`config.mk`:
```
export PLATFORM = sky130hd
export DESIGN_NAME = core_lsu
export DESIGN_NICKNAME = d
export VERILOG_FILES = /design/src/rtl/core_lsu.sv
export SDC_FILE = /design/constraint.sdc
export NUM_CORES = 1
export LEC_CHECK = 0
export BUFFER_PORTS_ARGS = -buffer_cell sky130_fd_sc_hd__buf_2
export CAP_MARGIN = 20
export CORE_ASPECT_RATIO = 0.8
export CORE_MARGIN = 3
export CORE_UTILIZATION = 56
export CTS_BUF_LIST = sky130_fd_sc_hd__clkbuf_8
export CTS_CLUSTER_DIAMETER = 200
export CTS_CLUSTER_SIZE = 14
export DETAILED_ROUTE_END_ITERATION = 6
export PLACE_DENSITY = 0.91
export SYNTH_ARGS = -nofsm -noshare
export SYNTH_HDL_FRONTEND = slang
export SYNTH_SLANG_ARGS = --single-unit
```
`constraint.sdc`:
```
create_clock -name CLK -period 3.7 [get_ports CLK]
set_input_delay 0 -clock CLK [delete_from_list [all_inputs] [get_ports CLK]]
set_output_delay 0 -clock CLK [all_outputs]
set_load 0.05 [all_outputs]
```
`src/rtl/core_lsu.sv`:
```
// core_lsu: load/store unit between execute and the data-memory bus.
// Computes EA, byte strobes and lane-shifted store data, runs a REQ/GNT then
// RVALID handshake, and returns a sign/zero-extended load result with status.
// Optional feature macro: LSU_MISALIGN_TRAP_EN (defined = misaligned accesses
// complete with MISALIGN and no bus request; undefined = EA is force-aligned).
module core_lsu #(
    parameter int unsigned XLEN = 32
) (
    input  logic                CLK,
    input  logic                NRST,
    input  logic                START,
    input  logic [6:0]          OPCODE,
    input  logic [2:0]          FUNCT3,
    input  logic [XLEN-1:0]     IMM,
    input  logic [XLEN-1:0]     REG_RDATA1,
    input  logic [XLEN-1:0]     REG_RDATA2,
    output logic                BUSY,
    output logic                DONE,
    output logic [XLEN-1:0]     LOAD_DATA,
    output logic                MISALIGN,
    output logic                ILLEGAL,
    output logic                BUS_ERR,
    output logic                DMEM_REQ,
    input  logic                DMEM_GNT,
    output logic                DMEM_WE,
    output logic [XLEN-1:0]     DMEM_ADDR,
    output logic [XLEN/8-1:0]   DMEM_STRB,
    output logic [XLEN-1:0]     DMEM_WDATA,
    input  logic                DMEM_RVALID,
    input  logic [XLEN-1:0]     DMEM_RDATA,
    input  logic                DMEM_ERR
);

    localparam int unsigned STRBW = XLEN / 8;
    localparam int unsigned OFFW  = $clog2(STRBW);

    localparam logic [6:0] OPCODE_I_LOAD = 7'b0000011;
    localparam logic [6:0] OPCODE_S      = 7'b0100011;

    typedef enum logic [1:0] {
        S_IDLE = 2'd0,
        S_REQ  = 2'd1,
        S_RESP = 2'd2,
        S_FIN  = 2'd3
    } state_e;

    state_e            state_q, state_d;
    logic              busy_q, busy_d;
    logic              done_q, done_d;
    logic [XLEN-1:0]   load_data_q, load_data_d;
    logic              misalign_q, misalign_d;
    logic              illegal_q, illegal_d;
    logic              bus_err_q, bus_err_d;
    logic              req_q, req_d;
    logic              we_q, we_d;
    logic [XLEN-1:0]   addr_q, addr_d;
    logic [STRBW-1:0]  strb_q, strb_d;
    logic [XLEN-1:0]   wdata_q, wdata_d;
    logic [OFFW-1:0]   off_q, off_d;
    logic [1:0]        size_q, size_d;
    logic              sext_q, sext_d;

    logic              is_load_c;
    logic              is_store_c;
    logic              illegal_c;
    logic [1:0]        size_c;
    logic [2:0]        align_mask_c;
    logic [XLEN-1:0]   ea_c;
    logic [XLEN-1:0]   ea_al_c;
    logic [OFFW-1:0]   off_c;
    logic [STRBW-1:0]  byte_en_c;
    logic [STRBW-1:0]  strb_c;
    logic [XLEN-1:0]   wdata_c;
    logic [XLEN-1:0]   rshift_c;
    logic [XLEN-1:0]   ext_c;
    logic              sign_c;

    // Decode: legality, effective address, natural alignment, strobes, store lanes
    always_comb begin
        is_load_c  = (OPCODE == OPCODE_I_LOAD);
        is_store_c = (OPCODE == OPCODE_S);
        size_c     = FUNCT3[1:0];

        illegal_c = 1'b0;
        if (!(is_load_c || is_store_c)) begin
            illegal_c = 1'b1;
        end else if (is_load_c && (FUNCT3 == 3'b111)) begin
            illegal_c = 1'b1;
        end else if (is_store_c && FUNCT3[2]) begin
            illegal_c = 1'b1;
        end else if ((XLEN == 32) && ((FUNCT3 == 3'b011) || (FUNCT3 == 3'b110))) begin
            illegal_c = 1'b1;
        end

        case (size_c)
            2'd0:    align_mask_c = 3'b000;
            2'd1:    align_mask_c = 3'b001;
            2'd2:    align_mask_c = 3'b011;
            default: align_mask_c = 3'b111;
        endcase

        ea_c    = REG_RDATA1 + IMM;
        ea_al_c = ea_c & ~XLEN'(align_mask_c);
        off_c   = ea_al_c[OFFW-1:0];

        for (int i = 0; i < int'(STRBW); i++) begin
            byte_en_c[i] = (i < (1 << size_c));
        end
        strb_c  = byte_en_c << off_c;
        wdata_c = REG_RDATA2 << {off_c, 3'b000};
    end

`ifdef LSU_MISALIGN_TRAP_EN
    logic misalign_c;
    assign misalign_c = |(ea_c[2:0] & align_mask_c);
`endif

    // Load steering: shift the addressed lane down, then sign/zero-extend
    always_comb begin
        rshift_c = DMEM_RDATA >> {off_q, 3'b000};
        case (size_q)
            2'd0:    sign_c = rshift_c[7];
            2'd1:    sign_c = rshift_c[15];
            2'd2:    sign_c = rshift_c[31];
            default: sign_c = rshift_c[XLEN-1];
        endcase
        sign_c = sign_c & sext_q;
        for (int i = 0; i < int'(XLEN); i++) begin
            ext_c[i] = (i < (8 << size_q)) ? rshift_c[i] : sign_c;
        end
    end

    // Bus FSM next-state and registered-output values
    always_comb begin
        state_d     = state_q;
        busy_d      = busy_q;
        done_d      = 1'b0;
        load_data_d = load_data_q;
        misalign_d  = misalign_q;
        illegal_d   = illegal_q;
        bus_err_d   = bus_err_q;
        req_d       = req_q;
        we_d        = we_q;
        addr_d      = addr_q;
        strb_d      = strb_q;
        wdata_d     = wdata_q;
        off_d       = off_q;
        size_d      = size_q;
        sext_d      = sext_q;

        case (state_q)
            S_IDLE: begin
                if (START) begin
                    if (illegal_c) begin
                        state_d     = S_FIN;
                        done_d      = 1'b1;
                        illegal_d   = 1'b1;
                        misalign_d  = 1'b0;
                        bus_err_d   = 1'b0;
                        load_data_d = '0;
                    end
`ifdef LSU_MISALIGN_TRAP_EN
                    else if (misalign_c) begin
                        state_d     = S_FIN;
                        done_d      = 1'b1;
                        illegal_d   = 1'b0;
                        misalign_d  = 1'b1;
                        bus_err_d   = 1'b0;
                        load_data_d = '0;
                    end
`endif
                    else begin
                        state_d = S_REQ;
                        busy_d  = 1'b1;
                        req_d   = 1'b1;
                        we_d    = is_store_c;
                        addr_d  = {ea_al_c[XLEN-1:OFFW], OFFW'(0)};
                        strb_d  = strb_c;
                        wdata_d = wdata_c;
                        off_d   = off_c;
                        size_d  = size_c;
                        sext_d  = is_load_c & ~FUNCT3[2];
                    end
                end
            end
            S_REQ: begin
                if (DMEM_GNT) begin
                    state_d = S_RESP;
                    req_d   = 1'b0;
                end
            end
            S_RESP: begin
                if (DMEM_RVALID) begin
                    state_d     = S_FIN;
                    done_d      = 1'b1;
                    busy_d      = 1'b0;
                    bus_err_d   = DMEM_ERR;
                    illegal_d   = 1'b0;
                    misalign_d  = 1'b0;
                    load_data_d = (DMEM_ERR || we_q) ? '0 : ext_c;
                end
            end
            default: begin
                state_d = S_IDLE;
            end
        endcase
    end

    // State and output registers; reset abandons any outstanding transaction
    always_ff @(posedge CLK or negedge NRST) begin
        if (!NRST) begin
            state_q     <= S_IDLE;
            busy_q      <= 1'b0;
            done_q      <= 1'b0;
            load_data_q <= '0;
            misalign_q  <= 1'b0;
            illegal_q   <= 1'b0;
            bus_err_q   <= 1'b0;
            req_q       <= 1'b0;
            we_q        <= 1'b0;
            addr_q      <= '0;
            strb_q      <= '0;
            wdata_q     <= '0;
            off_q       <= '0;
            size_q      <= '0;
            sext_q      <= 1'b0;
        end else begin
            state_q     <= state_d;
            busy_q      <= busy_d;
            done_q      <= done_d;
            load_data_q <= load_data_d;
            misalign_q  <= misalign_d;
            illegal_q   <= illegal_d;
            bus_err_q   <= bus_err_d;
            req_q       <= req_d;
            we_q        <= we_d;
            addr_q      <= addr_d;
            strb_q      <= strb_d;
            wdata_q     <= wdata_d;
            off_q       <= off_d;
            size_q      <= size_d;
            sext_q      <= sext_d;
        end
    end

    assign BUSY       = busy_q;
    assign DONE       = done_q;
    assign LOAD_DATA  = load_data_q;
    assign MISALIGN   = misalign_q;
    assign ILLEGAL    = illegal_q;
    assign BUS_ERR    = bus_err_q;
    assign DMEM_REQ   = req_q;
    assign DMEM_WE    = we_q;
    assign DMEM_ADDR  = addr_q;
    assign DMEM_STRB  = strb_q;
    assign DMEM_WDATA = wdata_q;

endmodule

```
Word level (Yosys, flattened, before mapping)
Cells that the tools add are included.

word-level totals
  output and inout bits = 107
  flip-flop bits (word level) = 112
  logic and storage cells = 159

operators by class
  muxes and demuxes = 66
  bitwise gates (word level) = 6
  shift operators = 5
  add/sub/neg operators = 1
  eq/ne operators = 15
  $lt $le $gt $ge = 36
  reductions and logical operators = 15

operator list
  cell                                                count
  < comparator 6 x 32 -> 1 bit, first input constant  16
  < comparator 5 x 32 -> 1 bit, first input constant  8
  < comparator 3 x 32 -> 1 bit, first input constant  4
  < comparator 4 x 32 -> 1 bit, first input constant  4
  two-way mux 32 bit                                  4
  < comparator 1 x 32 -> 1 bit, first input constant  2
  < comparator 2 x 32 -> 1 bit, first input constant  2
  one-hot mux 32 bit (2 select lines)                 1
  two-way mux 1 bit                                   48
  adder 32 bit                                        1
  bitwise AND 32 bit                                  1
  inverter 3 -> 32 bit                                1
  left shift 1 x 2 -> 32 bit, first input constant    1
  left shift 32 x 5 -> 32 bit                         1
  left shift 4 x 2 -> 32 bit, first input constant    1
  >> shifter 32 x 5 -> 32 bit                         1
  one-hot mux 1 bit (2 select lines)                  7
  AND reduction 4 bit                                 3
  != test 2 bit, second input constant                5
  one-hot mux 3 bit (3 select lines)                  1
  two-way mux 2 bit                                   4
  == test 7 x 2 -> 1 bit, second input constant       1
  == test 7 x 6 -> 1 bit, second input constant       1
  == test 2 x 1 -> 1 bit, second input constant       3
  12 further kinds                                    23

Logic depth before layout (Yosys ltp)
  word-level depth = 9
  depth in mapped cells = 12
  depth with buffers taken out = 11

Worst setup path after synthesis
OpenSTA, ideal clock, no wires.

  path type = input-to-reg
  start = input port IMM[0]
  end = register addr_q[20] (netlist: DMEM_ADDR[20])
  arrival time = 1.996 ns
  setup slack = 1.571 ns
  path buffers = 0
  stages on the path = 11
  cells stage by stage = ha_1 inv_1 fa_1 nand2b_1 a21oi_1 o2111ai_1 o21a_1 o31ai_1 a221o_1 xnor2_1 o21ai_0

between the ends
  word-level cells in the longest chain between the ends = 2

RTL lines
  item                    line  source
  start: declaration      14    input logic [XLEN-1:0] IMM,
  adder 32 bit            102   ea_c = REG_RDATA1 + IMM;
  bitwise AND 32 bit      103   ea_al_c = ea_c & ~XLEN'(align_mask_c);
  end signal: assignment  237   addr_q <= addr_d;
  end: declaration        56    logic [XLEN-1:0] addr_q, addr_d;

No other way between the ends.
A chain may end at the register's enable or synchronous reset.

Worst setup path in the final report
  start = input port FUNCT3[1]
  end = register sext_q

between the ends
  word-level cells in the longest chain between the ends = 8
  elaborated cells between the ends (all ways) = 11
  classes of those cells = 3 x eq/ne; 4 x mux; 1 x bitwise; 3 x reduce/logical

RTL lines
  item                                                            line  source
  start: declaration                                              13    input logic [2:0] FUNCT3,
  == test 3 x 2 -> 1 bit / == test 3 bit (equally long branches)  91    end else if ((XLEN == 32) && ((FUNCT3 == 3'b011) || (FUNCT3 == 3'b110))) begin
  logical OR 1 bit                                                91
  two-way mux 1 bit                                               91
  two-way mux 1 bit                                               89    end else if (is_store_c && FUNCT3[2]) begin
  two-way mux 1 bit *                                             87    end else if (is_load_c && (FUNCT3 == 3'b111)) begin
  two-way mux 1 bit *                                             85    if (!(is_load_c || is_store_c)) begin
  inverter 1 bit (no source line) *                               -
  AND reduction 3 bit (no source line) *                          -
  end signal: assignment                                          242   sext_q <= sext_d;
  end: declaration                                                61    logic sext_q, sext_d;

Every way passes the cells marked *; elsewhere a longest branch is shown, timed or not.

==> flow_summary.json <==
{
  "dpl.hpwl_um": 15700,
  "worstPathArrival_ns": 3.13,
  "first_iter_violations": 626,
  "slowest_stage": "dlygate4sd3_1",
  "startpoint": "FUNCT3[1]",
  "timing.final.crit_share_pct": 76.2,
  "fin_nets": 1249,
  "rsz0062_at_grt": "no",
  "synth-async-reset-ratio_pct": 100,
  "layout_setup_ws_ns": 0.881,
  "setup_viol": 0,
  "max_stage_delay_ns": 0.59,
  "ant_nets": 0,
  "setup-tns-final_ns": 0,
  "synth_seq_cells": 111,
  "r2r-start": "off_q[0]",
  "cp-start-kind": "input pin",
  "postCtsHoldBufs": 29,
  "yosys.area_share.adder_pct": 6.57,
  "vias": 7071,
  "worstPathMaxFanout": 58,
  "gr-usage-all-layers_pct": 29.8,
  "synth_cell_types": 59,
  "min_from": "REG_RDATA2[24]",
  "maxCapViolations": 0,
  "cts_setup_buffers": 0,
  "synthesis.area_um2": 6970,
  "critPathKind": "in2reg",
  "htree_levels": 3,
  "cts_root_buf": "clkbuf_8",
  "synthMuxAreaShare_pct": 5.22,
  "fin_area_um2": 8760,
  "dr.pass1.iters": 6,
  "drive_above_1_share_pct": 27.4,
  "grt_max_degree": 59,
  "worstPathRequired_ns": 4.01,
  "clockBufferDepth": 2,
  "routedWlPerCell_um": 17.0,
  "die_y_um": 106,
  "dieArea_um2": 13800,
  "grt_pass1_vias": 6804,
  "fin_crit_ns": 2.82,
  "hold_class": "in2reg",
  "routed_via_density": 5.79,
  "synth-xor-area-share_pct": 3.77,
  "fillCellCount": 880,
  "fp.coreArea_um2": 11800,
  "totalWireLength_um": 20800,
  "relSlewSlack_pct": 35.0,
  "synthToLayoutAreaGrowth_pct": 25.6,
  "synthSimpleGateAreaFrac_pct": 18.0,
  "cp_cell_sequence": "dlygate4sd3_1 -> buf_2 -> and2_1 -> o22ai_1 -> nand2b_4 -> or2_4 -> inv_2 -> nand2_4 -> buf_4 -> o41ai_1 -> dlygate4sd3_1",
  "cts_sinks": 111,
  "fin_skew_ns": 0.0144,
  "worst_setup_path_end_kind": "register",
  "worst_path_most_repeated_cell": "dlygate4sd3_1",
  "drc": 0,
  "gp_congestion": 0.892,
  "antenna_found_initial": 0,
  "cts_made_buffers": 9,
  "start_util_pct": 59.0,
  "synth-compound-area-share_pct": 22.2,
  "clkLatencyLatePin_ns": 0.37,
  "synthFlopType": "dfrtp_1",
  "rows": 35,
  "hold_viol": 0,
  "portBuffers": 247,
  "syn-instance-count": 825,
  "dp.cells": 1176,
  "synth_warnings": 0,
  "post_cts_resize_count": 0,
  "post-route-util_pct": 74.1,
  "max_freq_mhz": 355,
  "place_area_um2": 8230,
  "die_x_um": 131,
  "status": "finished clean",
  "cts_tree": "yes",
  "p_leak_nw": 4.52,
  "antenna_cells": 0,
  "synth_edf_count": 0,
  "maxSlewViolCount": 0,
  "ir_drop_mv": 0.309,
  "avgSynthCellArea_um2": 8.45,
  "synth_top_family_by_area": "compound AO/OA/AOI/OAI gates",
  "final_cell_mix": "buf_2 (246), nand2_1 (199), dfrtp_1 (111)",
  "powerDensity_nw_per_um2": 449,
  "overflow": 0,
  "clk_pin_slew_worst_paths_ns": 0.10,
  "grt_pass1_wl_um": 33000,
  "worstMarginPinSlew_ns": 0.975,
  "synth-seq-area-share_pct": 39.8,
  "final_common_cell": "buf_2",
  "io_pins": 251,
  "preCtsSetupSlack_ns": 1.12,
  "finalNonFillerCells": 1222
}
where the power goes:
part           leakage, nW  switching [W]  total [W]  internal, W
sequential            1.53       0.000103    0.00146      0.00136
clock                0.117       0.000416   0.000835     0.000419
combinational         2.88        0.00116    0.00164     0.000477
total                 4.52        0.00168    0.00393      0.00225
layer usage:
metal / wire length, µm / part of all wire (%) / global-route usage, % / vias to the layer above
li1: - / - / - / 3374
met1: 8740 / 42 / 39.9 / 3270
met2: 9720 / 47 / 47.9 / 383
met3: 1850 / 8.9 / 7.09 / 44
met4: 459 / 2.2 / 8.88 / 0
met5: 0 / 0 / 0 / -
metrics by stage:
step | total power, W | hold WS [ns]
after global routing | 0.00415 | 0.0320
after floorplan | 0.00262 | -0.296
after CTS | 0.00393 | 0.00230
after global placement | 0.00303 | -0.0628
final | 0.00393 | 0.0129
after detailed placement | 0.00307 | -0.0628
logic make-up after synthesis:
logic type	count (synthesis)
compound gates	251
mux	35
buf+inv	70
other cells	1
simple gates	291
flops	111
fa+ha+maj	36
xor+xnor	30
final cells by class:
type / count / area, µm² / share of cell area [%]
Multi-Input combinational cell: 646 / 3910 / 44.6
Clock inverter: 5 / 80.1 / 0.914
Sequential cell: 111 / 2780 / 31.7
Timing Repair Buffer: 285 / 1600 / 18.2
Tap cell: 148 / 185 / 2.11
Inverter: 16 / 60.1 / 0.686
Clock buffer: 11 / 151 / 1.73
cell usage after synthesis, types with 12 or more instances:
cell type  number  area (µm²)
inv_1          15        56.3
nand2_1       199         747
nand3_1        20         100
clkbuf_1       36         135
o31ai_1        19         143
a21oi_1        57         285
xnor2_1        18         158
ha_1           35         438
mux2i_1        24         240
nor2_1         29         109
o21ai_0        99         495
xor2_1         12         105
dfrtp_1       111        2780
a22o_1         23         201
worst max-delay path, delay by kind of cell:
family / cells / cell delay [ns]
buffers and inverters: 5 / 1.79
and+or+nand+nor: 4 / 0.80
AOI/OAI and AO/OA: 2 / 0.49
flip-flops by register name (all words and copies together) (netlist names):
signal	cells
size_q	2
DONE	1
BUS_ERR	1
sext_q	1
ILLEGAL	1
off_q	2
DMEM_WDATA	32
BUSY	1
LOAD_DATA	32
state_q	2
DMEM_STRB	4
DMEM_WE	1
DMEM_REQ	1
DMEM_ADDR	30
final timing paths:
kind | endpoint | slack, ns | depth (start not counted)
worst max-delay path | sext_q | 0.88 | 11
worst min-delay path | DMEM_WDATA[24] | 0.01 | 5
worst max register to register | LOAD_DATA[20] | 1.06 | 8
worst min register to register | DMEM_WDATA[0] | 0.47 | 2
max in group asynchronous | DMEM_ADDR[25] | 2.67 | 3
min in group asynchronous | LOAD_DATA[26] | 0.09 | 2
No activity file was read; power rests on OpenSTA's default activity.
